**src/rtl/periph_pkg.sv**
```systemverilog
// Shared definitions for the memory-mapped timer peripheral window.
// PSC at OFF_PSC exists only when TIMER_PRESCALE_EN is defined.
package periph_pkg;

  localparam logic [31:0] ADDR_BASE = 32'h4000_0000;

  localparam logic [7:0] OFF_TH      = 8'h00;
  localparam logic [7:0] OFF_TL      = 8'h04;
  localparam logic [7:0] OFF_TCON    = 8'h08;
  localparam logic [7:0] OFF_PSC     = 8'h0C;
  localparam logic [7:0] OFF_SYSTICK = 8'h10;

  localparam int unsigned TCON_EN = 0;
  localparam int unsigned TCON_IE = 1;
  localparam int unsigned TCON_IS = 2;

  typedef struct packed {
    logic is;
    logic ie;
    logic en;
  } tcon_t;

  // The window spans 256 bytes; anything outside it is not this peripheral.
  function automatic logic in_window(input logic [31:0] a);
    return a[31:8] == ADDR_BASE[31:8];
  endfunction

endpackage

```
**src/rtl/timer_irq_if.sv**
```systemverilog
// Data-memory bus as seen by the timer: load/store strobes, address, data, IRQ.
interface timer_irq_if;
  logic        MemRd;
  logic        MemWr;
  logic [31:0] addr;
  logic [31:0] wdata;
  logic [31:0] rdata;
  logic        irqout;

  modport master (output MemRd, MemWr, addr, wdata, input rdata, irqout);
  modport slave  (input MemRd, MemWr, addr, wdata, output rdata, irqout);
endinterface

```
**src/rtl/timer_prescaler.sv**
```systemverilog
// Tick divider for the timer; built only when TIMER_PRESCALE_EN is defined.
// Emits one tick every psc+1 enabled cycles; the count holds while en is low.
`ifdef TIMER_PRESCALE_EN
module timer_prescaler (
  input  logic        clk,
  input  logic        reset,
  input  logic        en,
  input  logic [15:0] psc,
  output logic        tick
);

  logic [15:0] r_cnt;

  // >= rather than == so lowering psc below the running count cannot stall for a full wrap.
  assign tick = en & (r_cnt >= psc);

  always_ff @(posedge clk or negedge reset) begin
    if (!reset) begin
      r_cnt <= '0;
    end else if (en) begin
      r_cnt <= tick ? '0 : r_cnt + 16'd1;
    end
  end

endmodule
`endif

```
**src/rtl/timer_irq.sv**
```systemverilog
// Memory-mapped interval timer and IRQ source at ADDR_BASE on the data bus.
// Define TIMER_PRESCALE_EN to build the PSC register and the prescaler.
module timer_irq
  import periph_pkg::*;
(
  input logic       clk,
  input logic       reset,
  timer_irq_if.slave bus
);

  logic [31:0] r_th;
  logic [31:0] r_tl;
  tcon_t       r_tcon;
  logic [31:0] r_systick;

  logic [31:0] w_tl_d;
  tcon_t       w_tcon_d;
  logic [31:0] w_rdata;
  logic        w_hit;
  logic [7:0]  w_off;
  logic        w_wr_th;
  logic        w_wr_tl;
  logic        w_wr_tcon;
  logic        w_tick;
  logic        w_tl_max;
  logic        w_ovf;
  logic        w_unused;

  assign w_hit     = in_window(bus.addr);
  assign w_off     = {bus.addr[7:2], 2'b00};
  assign w_wr_th   = bus.MemWr & w_hit & (w_off == OFF_TH);
  assign w_wr_tl   = bus.MemWr & w_hit & (w_off == OFF_TL);
  assign w_wr_tcon = bus.MemWr & w_hit & (w_off == OFF_TCON);
  assign w_unused  = ^bus.addr[1:0];

`ifdef TIMER_PRESCALE_EN
  logic [15:0] r_psc;
  logic        w_wr_psc;

  assign w_wr_psc = bus.MemWr & w_hit & (w_off == OFF_PSC);

  always_ff @(posedge clk or negedge reset) begin
    if (!reset) begin
      r_psc <= '0;
    end else if (w_wr_psc) begin
      r_psc <= bus.wdata[15:0];
    end
  end

  timer_prescaler u_prescaler (
    .clk   (clk),
    .reset (reset),
    .en    (r_tcon.en),
    .psc   (r_psc),
    .tick  (w_tick)
  );
`else
  assign w_tick = r_tcon.en;
`endif

  assign w_tl_max = &r_tl;
  // A store to TL owns that cycle, so it also cancels any overflow.
  assign w_ovf    = w_tick & w_tl_max & ~w_wr_tl;

  always_comb begin
    w_tl_d = r_tl;
    if (w_wr_tl) begin
      w_tl_d = bus.wdata;
    end else if (w_tick) begin
      w_tl_d = w_tl_max ? r_th : r_tl + 32'd1;
    end
  end

  always_comb begin
    w_tcon_d = r_tcon;
    if (w_wr_tcon) begin
      w_tcon_d = tcon_t'(bus.wdata[2:0]);
    end
    // Overflow set beats a same-cycle software clear so no interrupt is lost.
    if (w_ovf && r_tcon.ie) begin
      w_tcon_d.is = 1'b1;
    end
  end

  always_ff @(posedge clk or negedge reset) begin
    if (!reset) begin
      r_th      <= '0;
      r_tl      <= '0;
      r_tcon    <= '0;
      r_systick <= '0;
    end else begin
      if (w_wr_th) begin
        r_th <= bus.wdata;
      end
      r_tl      <= w_tl_d;
      r_tcon    <= w_tcon_d;
      r_systick <= r_systick + 32'd1;
    end
  end

  always_comb begin
    w_rdata = '0;
    if (bus.MemRd && w_hit) begin
      case (w_off)
        OFF_TH:      w_rdata = r_th;
        OFF_TL:      w_rdata = r_tl;
        OFF_TCON:    w_rdata = {29'd0, r_tcon};
`ifdef TIMER_PRESCALE_EN
        OFF_PSC:     w_rdata = {16'd0, r_psc};
`endif
        OFF_SYSTICK: w_rdata = r_systick;
        default:     w_rdata = '0;
      endcase
    end
  end

  assign bus.rdata  = w_rdata;
  assign bus.irqout = r_tcon.ie & r_tcon.is;

endmodule

```
**src/flat_wrapper.sv**
```systemverilog
// flat-port wrapper written by rule: the top's interface ports become plain ports
module timer_irq_flat import periph_pkg::*;
  (clk, reset, bus_MemRd, bus_MemWr, bus_addr, bus_wdata, bus_rdata, bus_irqout);
  timer_irq_if bus_i ();
  input logic clk;
  input logic reset;
  input wire logic [$bits(bus_i.MemRd)-1:0] bus_MemRd;
  input wire logic [$bits(bus_i.MemWr)-1:0] bus_MemWr;
  input wire logic [$bits(bus_i.addr)-1:0] bus_addr;
  input wire logic [$bits(bus_i.wdata)-1:0] bus_wdata;
  output wire logic [$bits(bus_i.rdata)-1:0] bus_rdata;
  output wire logic [$bits(bus_i.irqout)-1:0] bus_irqout;
  assign bus_i.MemRd = bus_MemRd;
  assign bus_i.MemWr = bus_MemWr;
  assign bus_i.addr = bus_addr;
  assign bus_i.wdata = bus_wdata;
  assign bus_rdata = bus_i.rdata;
  assign bus_irqout = bus_i.irqout;
  timer_irq u_core (.clk(clk), .reset(reset), .bus(bus_i));
endmodule
```
**config.mk**
```make
export PLATFORM = sky130hd
export DESIGN_NAME = timer_irq_flat
export DESIGN_NICKNAME = d
export VERILOG_FILES = /design/src/rtl/periph_pkg.sv /design/src/rtl/timer_irq_if.sv /design/src/rtl/timer_prescaler.sv /design/src/rtl/timer_irq.sv /design/src/flat_wrapper.sv
export SDC_FILE = /design/constraint.sdc
export NUM_CORES = 1
export LEC_CHECK = 0
export BUFFER_PORTS_ARGS = -buffer_cell sky130_fd_sc_hd__buf_4
export CORE_UTILIZATION = 57
export CTS_CLUSTER_DIAMETER = 200
export DETAILED_ROUTE_END_ITERATION = 7
export PLACE_DENSITY_LB_ADDON = 0.15
export SLEW_MARGIN = 40
export SYNTH_ARGS = -nofsm -noshare
export SYNTH_HDL_FRONTEND = slang
export SYNTH_SLANG_ARGS = --single-unit
```
**constraint.sdc**
```tcl
create_clock -name clk -period 2.5 [get_ports clk]
set_input_delay 0.125 -clock clk [delete_from_list [all_inputs] [get_ports clk]]
set_output_delay 0.125 -clock clk [all_outputs]
set_load 0.1 [all_outputs]
```
# After elaboration in Yosys (flattened, before gate mapping)
# Cells that the tools add are included.
op_classes:
  addsub: 2
  n_eq_ne: 4
  mux: 7
  n_bitwise: 8
  n_reduce_logical: 6
ops:
  columns: ["op", "count"]
  rows:
  - ["$mux 32", 4]
  - ["$pmux 32 s4", 1]
  - ["$add 32x1->32 const B", 2]
  - ["$reduce_and 32->1", 1]
  - ["$eq 24x23->1 const B", 1]
  - ["$logic_not 8->1", 1]
  - ["$and 1x1->1", 7]
  - ["$eq 6x1->1 const B", 1]
  - ["$eq 6x2->1 const B", 1]
  - ["$eq 6x3->1 const B", 1]
  - ["$reduce_bool 2->1", 2]
  - ["$mux 3", 1]
  - ["$logic_and 1x1->1", 2]
  - ["$mux 1", 1]
  - ["$not 1->1", 1]
word_totals:
  ff_bits: 99
  input_bits: 68
  out_inout_bits: 33
  wordCells: 33

# Longest topological paths before layout
logic_depth:
  depth_word: 7
  mapped_depth: 8
  depth_no_buf: 6

# Worst setup path before layout
# OpenSTA, ideal clock, no wires.
synth_timing:
  path_kind: "input -> output"
  from: "in bus_addr[3]"
  to: "out bus_rdata[21]"
  arrival_time_ns: 2.700
  t_required_ns: 2.375
  path_slack_ns: -0.325
  cell_stages: 7
  n_path_buf: 3
  cell_sequence: "or4_1 buf_2 a21oi_1 nand3_1 clkbuf_1 buf_1 nor2_1"
synth_via:
  elab_chain_cells: 3
synth_rtl:
  columns: ["element", "line_no", "source"]
  rows:
  - ["start, declared", "flat_wrapper.sv:9", "input wire logic [$bits(bus_i.addr)-1:0] bus_addr;"]
  - ["$eq 6x3->1 (tied with other cells)", "timer_irq.sv:104", "case (w_off)"]
  - ["$pmux 32 s4 (*)", "timer_irq.sv:104", null]
  - ["$mux 32 (*)", "timer_irq.sv:103", "if (bus.MemRd && w_hit) begin"]
  - ["end, declared", "flat_wrapper.sv:11", "output wire logic [$bits(bus_i.rdata)-1:0] bus_rdata;"]
# Every way passes the cells marked *; elsewhere a longest branch is shown, timed or not.

# Final worst setup path
layout_timing:
  from: "reg u_core.r_tl[28]"
  to: "reg u_core.r_tl[1]"
layout_via:
  elab_chain_cells: 4
layout_rtl:
  columns: ["element", "line_no", "source"]
  rows:
  - ["start, declared", "timer_irq.sv:12", "logic [31:0] r_tl;"]
  - ["start signal, assigned", "timer_irq.sv:95", "r_tl <= w_tl_d;"]
  - ["$reduce_and 32->1", "timer_irq.sv:61", "assign w_tl_max = &r_tl;"]
  - ["$mux 32", "timer_irq.sv:70", "w_tl_d = w_tl_max ? r_th : r_tl + 32'd1;"]
  - ["$mux 32", "timer_irq.sv:69", "end else if (w_tick) begin"]
  - ["$mux 32", "timer_irq.sv:67", "if (w_wr_tl) begin"]
# No other way between the ends. The select of a mux whose other input is x is not followed.
# A chain may end at the register's enable or synchronous reset.

==> flow_metrics.tcl <==
set metrics [dict create \
    status "complete, no violations" \
    critical_path_class "register to register" \
    synthArstFlopShare 1.00 \
    ioPinCount 101 \
    synth_most_common_cell "dfrtp_1" \
    drtIter0Drc 576 \
    coreArea_um2 10400 \
    seq_area_frac_synth 0.399 \
    ys_ff_latch 99 \
    netlist_area_um2 6200 \
    peakVddDrop_mv 0.360 \
    finalHoldViolCount 0 \
    crit_path_start "u_core.r_tl[28]" \
    use_met3 0.0828 \
    syn_avg_cell_area_um2 9.24 \
    insertion_delay_ns 0.39 \
    internal_power_mw 2.09 \
    crit_fanout 11 \
    endpoint_kind "register" \
    cts_buffers 9 \
    cts-root-buf "clkbuf_8" \
    avgRoutedWirePerCell_um 19.4 \
    diodes 0 \
    fin_skew_ns 0.0134 \
    io_buffers 98 \
    synth_top_area_frac 0.399 \
    fin_crit_sh 0.953 \
    path_cells "nand3_1 -> or4_4 -> nor4_4 -> buf_4 -> mux2i_1 -> o211ai_2" \
    p_seq_frac 0.573 \
    cp-start-kind "register" \
    clock_path_buffers 2 \
    cts_tree "yes" \
    area_delta_synth_final_pct 25.3 \
    hold_ws_ns 0.293 \
    r2r-start "u_core.r_tl[28]" \
    globalplace.congestion 0.906 \
    grt_use_total 0.337 \
    use_met2 0.543 \
    netSwitchingFraction 0.251 \
    rsz0062_at_grt "no" \
    syn-num-nets 741 \
    via_count 6041 \
    setup-tns-final_ns 0 \
    grt_remaining_overflow 0 \
    slowest_delay_ns 0.66 \
    p_per_area_nw_per_um2 359 \
    synthMuxAreaShare 0.139 \
    grt_max_degree 44 \
    relSlewSlack 0.564 \
    netlist_instances 671 \
    top_usage_layer "met2" \
    initial_core_util 0.595 \
    worstPathRequired_ns 2.77 \
    yosys.area_share.simple 0.242 \
    synth_edf_count 0 \
    grt_pass1_wl_um 29500 \
    yosys_warnings 0 \
    switchingPower_uw 700 \
    die_area_um2 11300 \
    synth_common_cells "dfrtp_1 (99), nor2_1 (83), nand2_1 (50), mux2i_1 (49), a21oi_1 (39)" \
    drt-total-wl_um 18400 \
    synth_top_flop_cell "dfrtp_1" \
    synth-xor-area-share 0.0494 \
    final_nets 876 \
    period_minus_slack_ns 2.38 \
    drive_gt1_frac 0.268 \
    drc 0 \
    grt_use_met1 0.433 \
    worst_pin_slew_ns 0.654 \
    synth.distinct_cells 58 \
    antenna_found_initial 0 \
    drv_slew 0 \
    firstDrtPassIters 5 \
    hold_path.class "input port to async pin" \
    arrival_ns 2.65 \
    die_x_um 106 \
    yosys.area.top_type "dfrtp_1" \
    cts_htree_levels 3 \
    maxCapViolations 0 \
    synth_top_family_by_area "simple AND/OR/NAND/NOR gates" \
    dpl.hpwl_um 12800 \
    grt_pass1_vias 5985 \
    postRouteAntennaNets 0 \
    synthAdderAreaFrac 0.00565 \
    p_leak_nw 3.42 \
    finalSetupViolations 0 \
    fmax_mhz 420 \
    via_per_inst 6.38 \
    die_h_um 106 \
    clockPowerShare 0.338 \
    cts_setup_buffers 0 \
    synth_area_leaders "dfrtp_1 (40%), mux2i_1 (7.9%), mux2_2 (6.0%)" \
    rows 37 \
    cts.sinks 99 \
    combinationalPowerShare 0.089 \
    critPathSlowestCell "or4_4" \
    clk_pin_slew_worst_paths_ns 0.09 \
    synth-compound-area-share 0.129 \
]
state kept, by name, indices dropped and copies added (netlist names):
signal / count
u_core.r_systick: 32
u_core.r_tcon: 2
u_core.r_th: 32
u_core.r_tl: 32
u_core.w_tick: 1
critical path, delay by kind of cell, from the launching register on:
family	cells	cell delay, ns
AOI/OAI and AO/OA	1	0.09
buffers and inverters	1	0.25
DFF	1	0.48
muxes	1	0.24
and+or+nand+nor	3	1.22
layout make-up:
class	count	area (um^2)
inverters	11	41.3
multi-input cells	519	3550
fillers	777	2640
clock inverters	7	42.5
repair buffers	166	1370
clock buffers	9	124
well taps	136	170
flip-flops and latches	99	2480
layer usage:
metal	routed length, um	vias up
met1	7600	2923
met4	642	0
met5	0	-
met3	1470	67
met2	8680	312
li1	-	2739
metrics by stage:
step	cells	setup slack, ns	power [mW]	instance area, um^2	util
3_5_place_dp	898	0.116	1.84	7270	0.698
2_1_floorplan	671	-0.325	1.69	6230	-
3_3_place_gp	898	0.214	1.83	7270	0.698
6_report	947	0.117	2.79	7770	0.746
4_1_cts	947	0.0993	2.81	7770	0.746
5_1_grt	947	0.0304	2.89	7770	0.746
what timing repair did:
| action | in CTS | in global routing |
|---|---|---|
| endpoints found under the setup margin | 0 | 2 |
| hold endpoints to repair | 102 | 0 |
| hold buffers | 33 | 0 |
| gates resized for setup | 0 | 1 |
placed cells by master, fill, tap and decap left out, types with 6 or more instances in the layout:
cell / instances
dlygate4sd3_1: 33
or3_1: 8
buf_4: 130
a21oi_1: 39
nor4_1: 21
a31oi_1: 8
nand3_1: 31
mux2i_1: 49
mux2_2: 33
nor2_2: 11
nand2_1: 50
and3_1: 11
nor2_1: 72
nor3_1: 13
o211ai_2: 6
xor2_1: 11
and4_1: 10
nor2b_1: 8
dfrtp_1: 99
o21ai_0: 10
o31ai_1: 15
nand4_1: 26
clkbuf_8: 9
inv_1: 11
xnor2_1: 24
final timing paths:
path / to / slack, ns / cells after the start
setup / recovery: u_core.r_tl[1] / 0.12 / 6
hold / removal: u_core.r_tl[30] / 0.29 / 2
setup reg to reg: u_core.r_tl[1] / 0.12 / 6
hold reg to reg: u_core.r_systick[16] / 0.51 / 1
max in group asynchronous: u_core.r_tl[23] / 1.52 / 3
min in group clk: u_core.w_tick / 0.30 / 4
power by group through the flow:
stage	Combinational, mW	Sequential, mW	Clock, mW
5_1_grt	0.268	1.60	1.02
6_report	0.248	1.60	0.942
3_5_place_dp	0.206	1.63	0
3_3_place_gp	0.202	1.63	0
2_1_floorplan	0.0605	1.63	0
4_1_cts	0.247	1.60	0.962
kinds of logic (layout without fill, tap and decap cells):
family	Yosys count	in the layout
fa+ha+maj	3	3
mux	82	82
compound gates	112	112
buf+inv	53	193
simple gates	287	287
xor+xnor	35	35
flops	99	99
No activity file was read; power rests on OpenSTA's default activity.
